===== config.mk =====
export PLATFORM = sky130hd
export DESIGN_NAME = vedic_mult_seq
export DESIGN_NICKNAME = d
export VERILOG_FILES = /design/src/rtl/vedic_pkg.sv /design/src/rtl/vedic_column_sum.sv /design/src/rtl/vedic_mult_seq.sv
export SDC_FILE = /design/constraint.sdc
export NUM_CORES = 1
export LEC_CHECK = 0
export ABC_AREA = 1
export CAP_MARGIN = 20
export CORE_ASPECT_RATIO = 1.1
export CORE_UTILIZATION = 40
export DETAILED_ROUTE_END_ITERATION = 7
export SYNTH_ARGS = -nofsm -noshare
export SYNTH_HDL_FRONTEND = slang
export SYNTH_HIERARCHICAL = 1
export SYNTH_SLANG_ARGS = --single-unit

===== constraint.sdc =====
create_clock -name clk -period 16.2 [get_ports clk]
set_clock_uncertainty 0.15 [all_clocks]
set_input_delay 3.24 -clock clk [delete_from_list [all_inputs] [get_ports clk]]
set_output_delay 3.24 -clock clk [all_outputs]
set_load 0.005 [all_outputs]

===== src/rtl/vedic_pkg.sv =====
// Shared types and width helpers for the sequential vedic multiplier.
// Latency: n/a (declarations only).
// Backpressure: n/a.
package vedic_pkg;

  typedef enum logic [1:0] {
    IDLE = 2'd0,
    RUN  = 2'd1,
    DONE = 2'd2
  } vedic_state_t;

  // Carry register width: the column sum stays below 2*width, plus one spare bit.
  function automatic int vedic_carry_w(input int width);
    return $clog2(2 * width) + 1;
  endfunction

  // Number of product columns walked by the crosswise pass.
  function automatic int vedic_cols(input int width);
    return 2 * width - 1;
  endfunction

endpackage


===== src/rtl/vedic_column_sum.sv =====
// Popcount of the crosswise partial-product bits a[i]&b[j] with i+j == col.
// Latency: combinational.
// Backpressure: none, pure function of its inputs.
module vedic_column_sum
  import vedic_pkg::*;
#(
  parameter int WIDTH = 4
) (
  input  logic [WIDTH-1:0]            a,
  input  logic [WIDTH-1:0]            b,
  input  logic [$clog2(2*WIDTH)-1:0]  col,
  output logic [$clog2(WIDTH+1)-1:0]  sum
);

  localparam int SW = $clog2(WIDTH + 1);

  // At most WIDTH bits land in one column, so SW bits never overflow.
  always_comb begin
    sum = '0;
    for (int i = 0; i < WIDTH; i++) begin
      for (int j = 0; j < WIDTH; j++) begin
        if (i + j == int'(col)) begin
          sum = sum + SW'(a[i] & b[j]);
        end
      end
    end
  end

endmodule


===== src/rtl/vedic_mult_seq.sv =====
// Sequential Urdhva-Tiryagbhyam unsigned multiplier, one product column per clock.
// Latency: 2*WIDTH cycles from input handshake to out_valid; II 2*WIDTH+1.
// Backpressure: product held in DONE while out_ready low; in_ready only in IDLE.
module vedic_mult_seq
  import vedic_pkg::*;
#(
  parameter int WIDTH = 4
) (
  input  logic                 clk,
  input  logic                 rst,
  input  logic                 in_valid,
  output logic                 in_ready,
  input  logic [WIDTH-1:0]     a,
  input  logic [WIDTH-1:0]     b,
  output logic                 out_valid,
  input  logic                 out_ready,
  output logic [2*WIDTH-1:0]   product,
  output logic                 busy
);

  localparam int CW  = vedic_carry_w(WIDTH);
  localparam int CLW = $clog2(2 * WIDTH);
  localparam int SW  = $clog2(WIDTH + 1);
  localparam logic [CLW-1:0] LAST_COL = CLW'(vedic_cols(WIDTH) - 1);

  vedic_state_t     state;
  logic [WIDTH-1:0] a_q;
  logic [WIDTH-1:0] b_q;
  logic [CLW-1:0]   col;
  logic [CW-1:0]    carry;
  logic [SW-1:0]    col_pop;
  logic [CW-1:0]    s;

  vedic_column_sum #(
    .WIDTH (WIDTH)
  ) u_column_sum (
    .a   (a_q),
    .b   (b_q),
    .col (col),
    .sum (col_pop)
  );

  // Running column total; bounded by 2*WIDTH-1 so it fits the carry width.
  assign s = carry + CW'(col_pop);

  // Control FSM, column walk, carry chain and registered handshake outputs.
  always_ff @(posedge clk or posedge rst) begin
    if (rst) begin
      state     <= IDLE;
      a_q       <= '0;
      b_q       <= '0;
      col       <= '0;
      carry     <= '0;
      product   <= '0;
      in_ready  <= 1'b1;
      out_valid <= 1'b0;
      busy      <= 1'b0;
    end else begin
      case (state)
        IDLE: begin
          if (in_valid) begin
            state    <= RUN;
            a_q      <= a;
            b_q      <= b;
            col      <= '0;
            carry    <= '0;
            product  <= '0;
            in_ready <= 1'b0;
            busy     <= 1'b1;
          end
        end
        RUN: begin
          product[col] <= s[0];
          carry        <= s >> 1;
          if (col == LAST_COL) begin
            // The leftover carry is at most one, so it fills the top bit alone.
            product[2*WIDTH-1] <= s[1];
            state              <= DONE;
            busy               <= 1'b0;
            out_valid          <= 1'b1;
          end else begin
            col <= col + CLW'(1);
          end
        end
        DONE: begin
          // in_ready rises only after this edge, so accepts never overlap the exit.
          if (out_ready) begin
            state     <= IDLE;
            out_valid <= 1'b0;
            in_ready  <= 1'b1;
          end
        end
        default: begin
          state     <= IDLE;
          in_ready  <= 1'b1;
          out_valid <= 1'b0;
          busy      <= 1'b0;
        end
      endcase
    end
  end

endmodule


After elaboration in Yosys (flattened, before gate mapping)
Index checks and enable logic that the tools add are counted.
- output and inout port bits: 11
- logic and storage cells: 111
- input bits: 12
- bits in registers: 28
- bitwise logic cells: 19
- equal/unequal tests: 13
- reductions and logical operators: 11
- multiplexer cells: 40
- add/sub/neg operators: 17
- order comparisons: 2
- operator list (kind ; count):
    $mux 3 ; 18
    $add 3x3->3 ; 15
    $and 1x1->1 ; 16
    $pmux 8 s2 ; 1
    $reduce_and 3->1 ; 5
    $eq 3x3->1 const A ; 4
    $pmux 1 s3 ; 3
    $bwmux 8 ; 1
    $mux 1 ; 8
    $mux 8 ; 1
    $ne 2x2->1 const B ; 4
    $pmux 4 s2 ; 1
    $eq 2x3->1 const A ; 2
    $mux 2 ; 3
    $pmux 2 s3 ; 1
    $pmux 3 s2 ; 1
    $add 4x3->4 ; 1
    $lt 3x4->1 const B ; 1
    $mux 4 ; 1
    $reduce_and 2->1 ; 2
    $add 3x1->3 const B ; 1
    $demux 1 s3 ; 1
    $eq 3x3->1 const B ; 1
    $ge 3x1->1 const B ; 1
    7 further kinds ; 9

Longest topological paths before layout
Gate-level depths: netlist (run 1).
- depth after elaboration: 36
- gate-level depth with buffers: 57

Modules after synthesis
The synthesis (run 1) kept the hierarchy.
- by module, submodules not included (module ; cells an instance ; instances ; area an instance (um2)):
    vedic_mult_seq ; 172 ; 1 ; 1411.4
    vedic_column_sum ; 173 ; 1 ; 1159.9

Least setup slack after synthesis (run 1)
OpenSTA, ideal clock, no wires.
- path kind: reg2reg
- start: register col[1]
- end: register carry[2]
- slack: 6.888 ns
- clock period less this slack: 9.312 ns
- required time: 15.933 ns
- setup time: 0.117 ns
- arrival time: 9.045 ns
- cell stages (with the launch flop): 56
- cell sequence: dfrtp_1 > nor2_1 > nand3_1 > inv_1 > ha_1 > nand4_1 > nand2_1 > ha_1 > nand4_1 > nand3_1 > ha_1 > nand4_1 > nand4_1 > ha_1 > ha_1 > nand2_1 > nand2_1 > ha_1 > (+20 left out) > nand3_2 > ha_1 > nand2_1 > nand2_1 > ha_1 > or2_2 > and2_1 > ha_1 > nand2_1 > nand2_1 > ha_1 > a221oi_1 > xor2_1 > ha_1 > a21oi_1 > nand2_1 > nand2_1 > nand2_1
- longest elaborated chain between the ends: 34
- elaborated cells on any way between the ends: 40
- those cells by class: 16 x add/sub; 6 x eq/ne; 17 x mux; 1 x reduce/logical
- RTL lines (item ; line ; RTL):
    start: declaration ; vedic_mult_seq.sv:29 ; logic [CLW-1:0] col;
    start signal: assignment ; vedic_mult_seq.sv:82 ; col <= col + CLW'(1);
    $logic_not 3->1 ; vedic_column_sum.sv:22 ; if (i + j == int'(col)) begin
    $mux 3 ; vedic_column_sum.sv:22 ;
    $add 3x3->3 ; vedic_column_sum.sv:23 ; sum = sum + SW'(a[i] & b[j]);
    $mux 3 ; vedic_column_sum.sv:22 ;
    $add 3x3->3 ; vedic_column_sum.sv:23 ;
    $mux 3 ; vedic_column_sum.sv:22 ;
    $add 3x3->3 ; vedic_column_sum.sv:23 ;
    $mux 3 ; vedic_column_sum.sv:22 ;
    (+19 left out) ; -- ;
    $mux 3 ; vedic_column_sum.sv:22 ;
    $add 3x3->3 ; vedic_column_sum.sv:23 ;
    $mux 3 ; vedic_column_sum.sv:22 ;
    $add 3x3->3 ; vedic_column_sum.sv:23 ;
    $mux 3 * ; vedic_column_sum.sv:22 ;
    via col_pop[2] ; vedic_mult_seq.sv:31 ; logic [SW-1:0] col_pop;
    $add 4x3->4 * ; vedic_mult_seq.sv:44 ; assign s = carry + CW'(col_pop);
    $pmux 4 s2 * ; vedic_mult_seq.sv:59 ; case (state)
    end signal: assignment ; vedic_mult_seq.sv:74 ; carry <= s >> 1;
    end: declaration ; vedic_mult_seq.sv:30 ; logic [CW-1:0] carry;
The timed path passes the listed nets; every way through them passes the cells marked *.
A chain may end at the register's enable or synchronous reset.

Final worst setup path (run 1)
- start: register col[2]
- end: register carry[2]
The elaborated chain is that of the path after synthesis.

==> metrics.txt, run 1 <==
hold crit path type flop to flop; Worst IR Drop VDD 99.9 uV; Antenna diodes 0; vias in the first global route 2,122; number of H-tree levels 1; crit path DAT between 10 and 15 ns; CP endpoint kind flop; overall global routing resource usage 0.172; total number of nets in the final design 413; FFs w/ async S/R, synth 1.00; sinks on the clock net 27; global placer's final weighted congestion 0.763; hold-fix buffer count after cts 0; power per cell area around 190 mW/mm^2; count of input and output buffers 22; static power due to leakage 1.78 nW; Worst Min Path Start in_ready; register bit count reported by yosys 27; number of distinct standard cells referenced by the synthesized netlist 32; Setup Viol. Count Final 0; CTS clk-pin slew, worst paths around 0.11 ns; first drt pass iteration count 4; slowest stage delay, CP 0.74 ns; EDFF count, synth 0; setup TNS 0 ns; # IOs 23; Yosys Warn Count 6; maximum number of pins on one net before global-route repair 21; most frequent CP cell sky130_fd_sc_hd__nand2_1; critical path launch point type flop; detailed placement HPWL 4.12 mm; violation count after the first detailed-routing iteration 54; number of vias in the routed layout 2,223; antenna violations before repair 0; remaining antenna violation count after routing 0; DRC violations left 0; clock network latency to the later pin of the worst-skew pair 0.28 ns; Avg WL per Cell 11.9 um; Remaining Overflow, GRT 0; fin. max-slew vios 0; final worst-path cycle share 0.627; wire length of the first global-routing pass between 9 and 10 mm; initial core utilization 0.415; cell type group with the largest total delay on the critical path adder cells; worst hold slack between 0.3 and 0.4 ns; per-instance average area after synthesis 7.45 sq um; launch instance of the worst register-to-register path col[2]; clock root cell sky130_fd_sc_hd__clkbuf_8; number of placed instances with taps included 441; sequential element share of the synthesized area 0.263; area of the core roughly 0.0062 sq mm; Synth Instances 345; wirelength, routed 5.32 mm; final core utilization 0.471; time the final worst path needs with I/O delays and setup approximately 10 ns; number of placement rows 30; headroom to the max-slew limit 0.557; required time reported for the critical path endpoint between 15 and 20 ns; status finished, final reports clean; TritonCTS clock tree done; number of standard cells in the final layout excluding fillers 445; horizontal die dimension 78.4 um; instance area at placement 0.00287 sq mm; final count of hold timing violations 0; Critical Setup Path Class flop to flop; unrepaired setup endpoints after global routing false; die span in y between 80 and 90 um; maximum capacitance violations 0; proportion of layout cells with a drive suffix above 1 0.134; area of all placed cells without fillers 0.00291 sq mm; area of the mapped netlist 0.00257 sq mm; most used flip-flop cell after synthesis sky130_fd_sc_hd__dfrtp_1; synthesis-to-finish area growth 13.3%; count of instances resized after the clock tree is built 0; maximum fanout along the worst path 14; buffer and inverter count on the worst path 3; clock buffer depth 2; maximum clock frequency between 0.09 and 0.1 GHz; cell with the largest stage delay on the worst path sky130_fd_sc_hd__dfrtp_1; crit path launch col[2]; number of setup buffers added after CTS 0; Die Outline Area approximately 0.0068 sq mm; slew at the pin with the worst max-slew slack ~0.66 ns; Vias per Instance 5.00; Synthesized Nets slightly below 400; clock buffer count from CTS 3
## routing by layer
layer | track usage | up-vias | share of wire
li1 | - | 1158 | -
met1 | 0.227 | 1032 | 0.48
met2 | 0.297 | 27 | 0.48
met3 | 0.0160 | 6 | 0.024
met4 | 0.0488 | 0 | 0.013
met5 | 0 | - | 0
## power by group
part	switching [mW]	internal, mW	total (mW)
clock	0.0233	0.0175	0.0408
combinational	0.215	0.147	0.362
sequential	0.0417	0.0969	0.139
total	0.280	0.261	0.541
## synth_stat cells, types with 5 or more instances
library cell | number | area share
sky130_fd_sc_hd__nand2_2 | 9 | 0.022
sky130_fd_sc_hd__nor2_1 | 7 | 0.010
sky130_fd_sc_hd__dfrtp_1 | 26 | 0.25
sky130_fd_sc_hd__nand3_1 | 27 | 0.053
sky130_fd_sc_hd__o21ai_0 | 6 | 0.012
sky130_fd_sc_hd__nand4_1 | 8 | 0.019
sky130_fd_sc_hd__inv_2 | 5 | 0.0073
sky130_fd_sc_hd__inv_1 | 39 | 0.057
sky130_fd_sc_hd__xor2_1 | 5 | 0.017
sky130_fd_sc_hd__nand3_2 | 16 | 0.062
sky130_fd_sc_hd__ha_1 | 34 | 0.17
sky130_fd_sc_hd__nand2_1 | 121 | 0.18
## worst reg2reg max path: cells and delay by family, from the launching register on
family / cells / cell delay [ns]
AO/OA/AOI/OAI: 2 / 0.44
XOR/XNOR: 1 / 0.20
adder cells (fa/ha/maj): 17 / 4.61
buffers and inverters: 3 / 0.28
flip-flops: 1 / 0.74
AND/OR/NAND/NOR: 32 / 3.66
## metrics by stage
stage	worst slack, ns	power [mW]
after floorplan	6.89	0.411
after global placement	6.24	0.494
after detailed placement	6.02	0.505
after CTS	5.99	0.548
after global routing	5.25	0.612
final	6.05	0.541
## cell usage in the layout, fill, tap and decap left out, types with 4 or more instances in the layout
master	n
sky130_fd_sc_hd__xor2_1	5
sky130_fd_sc_hd__inv_2	5
sky130_fd_sc_hd__clkdlybuf4s50_1	22
sky130_fd_sc_hd__nand4_1	8
sky130_fd_sc_hd__nand3_1	27
sky130_fd_sc_hd__ha_1	34
sky130_fd_sc_hd__a21oi_1	4
sky130_fd_sc_hd__nor2_1	7
sky130_fd_sc_hd__inv_1	39
sky130_fd_sc_hd__nand2_1	121
sky130_fd_sc_hd__nand3_2	16
sky130_fd_sc_hd__a22o_1	4
sky130_fd_sc_hd__or2_2	4
sky130_fd_sc_hd__o21ai_0	6
sky130_fd_sc_hd__nand2_2	9
sky130_fd_sc_hd__dfrtp_1	26
## sequential cells by signal (all words and copies together) (netlist names)
name	flops
col	3
product	8
state	2
carry	3
in_ready	1
out_valid	1
busy	1
b_q	4
a_q	4
## kinds of logic (layout without fill, tap and decap cells)
family	after synthesis	count (layout)	synth area share
simple gates	208	208	0.410
buf+inv	52	72	0.0920
fa+ha+maj	35	35	0.173
flops	27	27	0.263
compound gates	17	17	0.0414
xor+xnor	6	6	0.0204
## cell type report
cell class	count	area (sq um)
fillers	622	3280
multi-input cells	266	1660
flip-flops and latches	27	677
repair buffers	23	248
inverters	45	183
well taps	80	100
clock buffers	3	41.3
clock inverters	1	7.51
## worst paths after layout
| kind | depth (start not counted) | to | slack (ns) |
|---|---|---|---|
| setup / recovery | 55 | carry[2] | 6.05 |
| hold / removal | 2 | in_ready | 0.32 |
| setup reg to reg | 55 | carry[2] | 6.05 |
| hold reg to reg | 2 | in_ready | 0.32 |
| max in group asynchronous | 3 | in_ready | 12.23 |
| min in group asynchronous | 2 | col[2] | 3.13 |
Power figures use the tool's default switching activity.
==> run 2: changes to the inputs <==
==> constraint.sdc (replaced) <==
create_clock -name clk -period 9.85 [get_ports clk]
set_clock_uncertainty 0.15 [all_clocks]
set_input_delay 1.97 -clock clk [delete_from_list [all_inputs] [get_ports clk]]
set_output_delay 1.97 -clock clk [all_outputs]
set_load 0.005 [all_outputs]
==> run 2 against run 1 <==
Via count fell by 0.40%; routed wire length is 5.8% higher; worst setup slack got worse by 5.5 ns; clock-buffer cell count unchanged; critical path depth is the same; die area is the same; clock power increased by 62%; sequential power is 47% higher; global-route usage up 0.58 points; non-clock buffer count increased by 13; critical path type unchanged; critical endpoint unchanged; largest cell class unchanged; largest power group unchanged; highest routed layer unchanged.
==> metrics.txt, run 2 (same netlist as run 1, synthesis figures left out) <==
detailed placement HPWL 4.14 mm (was 4.12 mm); clock buffer count from CTS 3 (unchanged); routed length on met2 2.69 mm (was 2.55 mm); instance area at placement 0.00286 sq mm (was 0.00287 sq mm); Setup Viol. Count Final 0 (unchanged); clock buffer depth 2 (unchanged); hold crit path type flop to flop (unchanged); TritonCTS clock tree done (unchanged); Antenna diodes 0 (unchanged); clock network power share 0.067 (was 0.075); sinks on the clock net 27 (unchanged); synthesis-to-finish area growth 21.3% (was 13.3%); maximum capacitance violations 0 (unchanged); power per cell area 314 mW/mm^2 (was 186 mW/mm^2); # IOs 23 (unchanged); maximum fanout along the worst path 3 (was 14); maximum number of pins on one net before global-route repair 28 (was 21); status finished, final reports clean (unchanged); Comb pwr share 0.725 (was 0.668); clock network latency to the later pin of the worst-skew pair 0.28 ns (about the same); Avg WL per Cell 12.3 um (was 11.9 um); Worst IR Drop VDD 142 uV (was 99.9 uV); wire length of the first global-routing pass 9.53 mm (was 9.38 mm); area of the core 0.00619 sq mm (unchanged); number of vias in the routed layout 2,214 (was 2,223); number of placement rows 30 (unchanged); total number of nets in the final design 426 (was 413); violation count after the first detailed-routing iteration 59 (was 54); hold-fix buffer count after cts 0 (unchanged); final worst-path cycle share 0.947 (was 0.627); most common cell after layout, fill and taps aside sky130_fd_sc_hd__nand2_1 (unchanged); Remaining Overflow, GRT 0 (unchanged); proportion of layout cells with a drive suffix above 1 0.225 (was 0.134); portion of total power attributed to sequential cells 0.208 (was 0.256); clock root cell sky130_fd_sc_hd__clkbuf_8 (unchanged); area of all placed cells without fillers 0.00312 sq mm (was 0.00291 sq mm); headroom to the max-slew limit 0.542 (was 0.557); final count of hold timing violations 0 (unchanged); global placer's final weighted congestion 0.795 (was 0.763); time the final worst path needs with I/O delays and setup 9.32 ns (was 10.15 ns); most frequent cells in the layout sky130_fd_sc_hd__nand2_1, sky130_fd_sc_hd__inv_1, sky130_fd_sc_hd__ha_1 (unchanged); wl on met1 2.79 mm (was 2.57 mm); number of H-tree levels 1 (unchanged); largest reg by FF count product (unchanged); met3 wirelength from detailed routing 94 um (was 126 um); internal portion of total power 482 uW (was 261 uW); die span in y 86.1 um (unchanged); topmost layer with routed signal wires met4 (unchanged); horizontal die dimension 78.4 um (unchanged); maximum clock frequency 0.107 GHz (was 0.0985 GHz); CTS clk-pin slew, worst paths 0.10 ns (was 0.11 ns); total net switching power 498 uW (was 280 uW); count of input and output buffers 22 (unchanged); fill count 629 (was 622); cell with the largest stage delay on the worst path sky130_fd_sc_hd__dfrtp_1 (unchanged); required time reported for the critical path endpoint 9.88 ns (was 16.24 ns); total power consumption of the routed design 980 uW (was 541 uW); Vias per Instance 4.83 (was 5.00); largest registers ranked by flip-flop count product: 8 flops, a_q: 4 flops, b_q: 4 flops (unchanged); slowest stage delay, CP 0.40 ns (was 0.74 ns); crit path DAT 9.36 ns (was 10.19 ns); Die Outline Area 0.00675 sq mm (unchanged); slew at the pin with the worst max-slew slack 0.684 ns (was 0.665 ns); Switching Share 0.509 (was 0.517); critical path launch point type flop (unchanged); first drt pass iteration count 4 (unchanged); remaining antenna violation count after routing 0 (unchanged); antenna violations before repair 0 (unchanged); static power due to leakage 1.86 nW (was 1.78 nW); initial core utilization 0.415 (unchanged); overall global routing resource usage 0.177 (was 0.172); wirelength, routed 5.62 mm (was 5.32 mm); CP endpoint kind flop (unchanged); fin. max-slew vios 0 (unchanged); DRC violations left 0 (unchanged); Critical Setup Path Class flop to flop (unchanged); max reg flops 8 (unchanged); vias in the first global route 2,095 (was 2,122)
[run 2: changes by cell type in the layout (fill, tap and decap cells not counted), sizes merged]
cell	change
buf	+13
[run 2: path summary, 6_finish.rpt]
| path | end | slack [ns] | cells after the start | start |
|---|---|---|---|---|
| min | in_ready | 0.32 | 2 | in_ready |
| max in group asynchronous | in_ready | 7.26 | 3 | rst |
| min reg2reg | in_ready | 0.32 | 2 | in_ready |
| min in group asynchronous | b_q[0] | 1.80 | 2 | rst |
| max reg2reg | carry[2] | 0.53 | 55 | col[0] |
| max | carry[2] | 0.53 | 55 | col[0] |
[run 2: power groups by stage]
| stage | registers (mW) | clock network (mW) | logic (mW) |
|---|---|---|---|
| finish | 0.204 | 0.0660 | 0.710 |
| global route | 0.209 | 0.0720 | 0.818 |
| CTS | 0.204 | 0.0677 | 0.639 |
| detailed placement | 0.206 | 0 | 0.632 |
| global placement | 0.205 | 0 | 0.620 |
| floorplan | 0.207 | 0 | 0.469 |
[run 2: repair_timing]
action	CTS	global route
buffers inserted	0	10
endpoints found under the setup margin	0	7
gates resized for setup	0	26
[run 2: layout make-up]
class	count	area, sq um	share of cell area
multi-input combinational	266	1760	0.565
clock inverter	1	7.51	0.00241
tap	80	100	0.0321
timing repair buffer	36	345	0.111
clock buffer	3	41.3	0.0132
sequential	27	678	0.217
inverter	45	183	0.0586
[run 2: through the flow]
step	setup WS, ns	utilization	hold WS, ns	cells	TNS (ns)
5_1_grt	-0.0765	0.503	0.357	458	-0.167
3_3_place_gp	0.328	0.462	0.302	443	0
2_1_floorplan	0.538	-	0.301	345	0
6_report	0.526	0.503	0.320	458	0
4_1_cts	0.0535	0.470	0.322	447	0
3_5_place_dp	0.105	0.462	0.307	443	0
[run 2: worst max-delay path: cells and delay by family (launching register included)]
kind	cells	cell delay, ns
AOI/OAI and AO/OA	2	0.37
xor gates and xnor gates	1	0.18
adders and majority gates	17	4.48
buffers and inverters	2	0.12
DFF	1	0.40
and+or+nand+nor	33	3.52
[run 2: routing by layer]
metal	vias to the layer above	track usage
met5	-	0
met4	0	0.0404
met3	4	0.0128
met2	24	0.311
met1	1002	0.238
li1	1184	-
==> run 3: changes to the inputs <==
--- a/config.mk
+++ b/config.mk
@@ -6,9 +6,10 @@
 export NUM_CORES = 1
 export LEC_CHECK = 0
 export ABC_AREA = 1
-export CAP_MARGIN = 20
 export CORE_ASPECT_RATIO = 1.1
 export CORE_UTILIZATION = 40
+export CTS_BUF_LIST = sky130_fd_sc_hd__clkbuf_16
+export CTS_CLUSTER_SIZE = 25
 export DETAILED_ROUTE_END_ITERATION = 7
 export SYNTH_ARGS = -nofsm -noshare
 export SYNTH_HDL_FRONTEND = slang
==> run 3 against run 2 <==
Utilization hardly changed; maximum frequency hardly changed; register-to-register slack hardly changed; sequential power hardly changed; via count is 0.95% lower; routed wire length is 1.5% lower; critical path type unchanged; critical endpoint unchanged; largest cell class unchanged; largest power group unchanged.
==> metrics.txt, run 3 (same netlist as run 1, synthesis figures left out) <==
number of H-tree levels 1 (unchanged); antenna violations before repair 0 (unchanged); wire length of the first global-routing pass 9.52 mm (was 9.53 mm); Worst Min Path Start in_ready (unchanged); launch instance of the worst register-to-register path col[0] (unchanged); slowest stage delay, CP 0.39 ns (was 0.40 ns); instance area at placement 0.00286 sq mm (unchanged); hold crit path type flop to flop (unchanged); critical path launch point type flop (unchanged); Remaining Overflow, GRT 0 (unchanged); FF-to-FF End carry[2] (unchanged); number of vias in the routed layout 2,193 (was 2,214); largest registers ranked by flip-flop count product: 8 flops, a_q: 4 flops, b_q: 4 flops (unchanged); clock root cell sky130_fd_sc_hd__clkbuf_16 (was sky130_fd_sc_hd__clkbuf_8); clock buffer depth 2 (unchanged); status finished, final reports clean (unchanged); first drt pass iteration count 4 (unchanged); sinks on the clock net 27 (unchanged); Antenna diodes 0 (unchanged); fin. max-slew vios 0 (unchanged); post-place setup slack 0.105 ns (unchanged); headroom to the max-slew limit 0.322 (was 0.542); final setup slack of the worst path 0.527 ns (was 0.526 ns); overall global routing resource usage 0.176 (was 0.177); Critical Setup Path Class flop to flop (unchanged); number of placement rows 30 (unchanged); static power due to leakage 1.86 nW (about the same); crit path DAT 9.33 ns (was 9.36 ns); clock network power share 0.095 (was 0.067); DRC violations left 0 (unchanged); maximum capacitance violations 0 (unchanged); cell with the largest stage delay on the worst path sky130_fd_sc_hd__dfrtp_1 (unchanged); final core utilization 0.504 (was 0.503); capture endpoint of the worst hold path in_ready (unchanged); CP endpoint kind flop (unchanged); Setup Viol. Count Final 0 (unchanged); violation count after the first detailed-routing iteration 52 (was 59); internal portion of total power 505 uW (was 482 uW); die span in y 86.1 um (unchanged); final worst-path cycle share 0.946 (was 0.947); remaining antenna violation count after routing 0 (unchanged); vias in the first global route 2,103 (was 2,095); area of the core 0.00619 sq mm (unchanged); most frequent cells in the layout sky130_fd_sc_hd__nand2_1, sky130_fd_sc_hd__inv_1, sky130_fd_sc_hd__ha_1 (unchanged); setup TNS 0 ns (unchanged); clock network latency to the later pin of the worst-skew pair 0.26 ns (was 0.28 ns); total number of nets in the final design 425 (was 426); Worst IR Drop VDD 168 uV (was 142 uV); clock buffer count from CTS 3 (unchanged); detailed placement HPWL 4.14 mm (unchanged); CTS clk-pin slew, worst paths 0.07 ns (was 0.10 ns); max reg flops 8 (unchanged); # IOs 23 (unchanged); most common cell after layout, fill and taps aside sky130_fd_sc_hd__nand2_1 (unchanged); maximum fanout along the worst path 3 (unchanged); total net switching power 496 uW (was 498 uW); TritonCTS clock tree done (unchanged); Vias per Instance 4.80 (was 4.83); wirelength, routed 5.54 mm (was 5.62 mm); power per cell area 321 mW/mm^2 (was 314 mW/mm^2); global placer's final weighted congestion 0.795 (unchanged); maximum clock frequency 0.107 GHz (about the same); horizontal die dimension 78.4 um (unchanged); Comb pwr share 0.702 (was 0.725); Worst R2R Setup Slack 0.53 ns (about the same); largest reg by FF count product (unchanged); final count of hold timing violations 0 (unchanged); hold path cells 2 (unchanged); Switching Share 0.496 (was 0.509); slew at the pin with the worst max-slew slack 1.02 ns (was 0.684 ns); Avg WL per Cell 12.1 um (was 12.3 um); proportion of layout cells with a drive suffix above 1 0.220 (was 0.225); hold-fix buffer count after cts 0 (unchanged); cell count of the worst reg-to-reg path 55 (unchanged); Die Outline Area 0.00675 sq mm (unchanged); synthesis-to-finish area growth 21.3% (about the same); portion of total power attributed to sequential cells 0.204 (was 0.208); initial core utilization 0.415 (unchanged); required time reported for the critical path endpoint 9.86 ns (was 9.88 ns); worst hold slack 0.317 ns (was 0.320 ns); time the final worst path needs with I/O delays and setup 9.32 ns (about the same); maximum number of pins on one net before global-route repair 28 (unchanged); area of all placed cells without fillers 0.00312 sq mm (about the same); count of input and output buffers 22 (unchanged)
-- run 3: cell types whose count changed in the layout (fill, tap and decap cells not counted), sizes merged --
cell	before	now
buf	14	13
-- run 3: what timing repair did --
action | 4_1_cts | 5_1_grt
setup endpoints to repair | 0 | 6
buffers inserted | 0 | 10
resized for setup | 0 | 24
-- run 3: worst max-delay path by stage --
stage,to,start,slack [ns]
floorplan,carry[2],col[1],0.54
global placement,product[7],b_q[0],0.33
detailed placement,carry[2],b_q[0],0.10
CTS,carry[2],b_q[0],0.06
global route,carry[2],col[0],-0.05
finish,carry[2],col[0],0.53
-- run 3: area by class of cell --
type                    instances  area [sq um]
fillers                       628          3070
multi-input cells             266          1760
flip-flops and latches         27           678
repair buffers                 35           318
inverters                      45           183
well taps                      80           100
clock buffers                   3          75.1
clock inverters                 1          7.51
-- run 3: critical path, delay by kind of cell, from the launching register on --
kind                     cells  cell delay, ns
adder cells (fa/ha/maj)     17            4.47
buffers and inverters        2            0.11
AO/OA/AOI/OAI                2            0.37
flip-flops                   1            0.39
XOR/XNOR                     1            0.18
AND/OR/NAND/NOR             33            3.53
-- run 3: through the flow --
step | power [mW] | instances
floorplan | 0.676 | 345
global placement | 0.825 | 443
detailed placement | 0.838 | 443
CTS | 0.942 | 447
global route | 1.12 | 457
finish | 1.00 | 457
-- run 3: power by group through the flow --
stage / logic, mW / clock network [mW] / registers, mW
2_1_floorplan: 0.469 / 0 / 0.207
3_3_place_gp: 0.620 / 0 / 0.205
3_5_place_dp: 0.632 / 0 / 0.206
4_1_cts: 0.639 / 0.0985 / 0.205
5_1_grt: 0.812 / 0.101 / 0.210
6_report: 0.703 / 0.0948 / 0.204
-- run 3: metal layers --
layer	share of wire	vias up	track usage
met2	0.48	24	0.310
met4	0.0034	0	0.0370
li1	-	1178	-
met1	0.50	989	0.237
met3	0.020	2	0.00957
met5	0	-	0
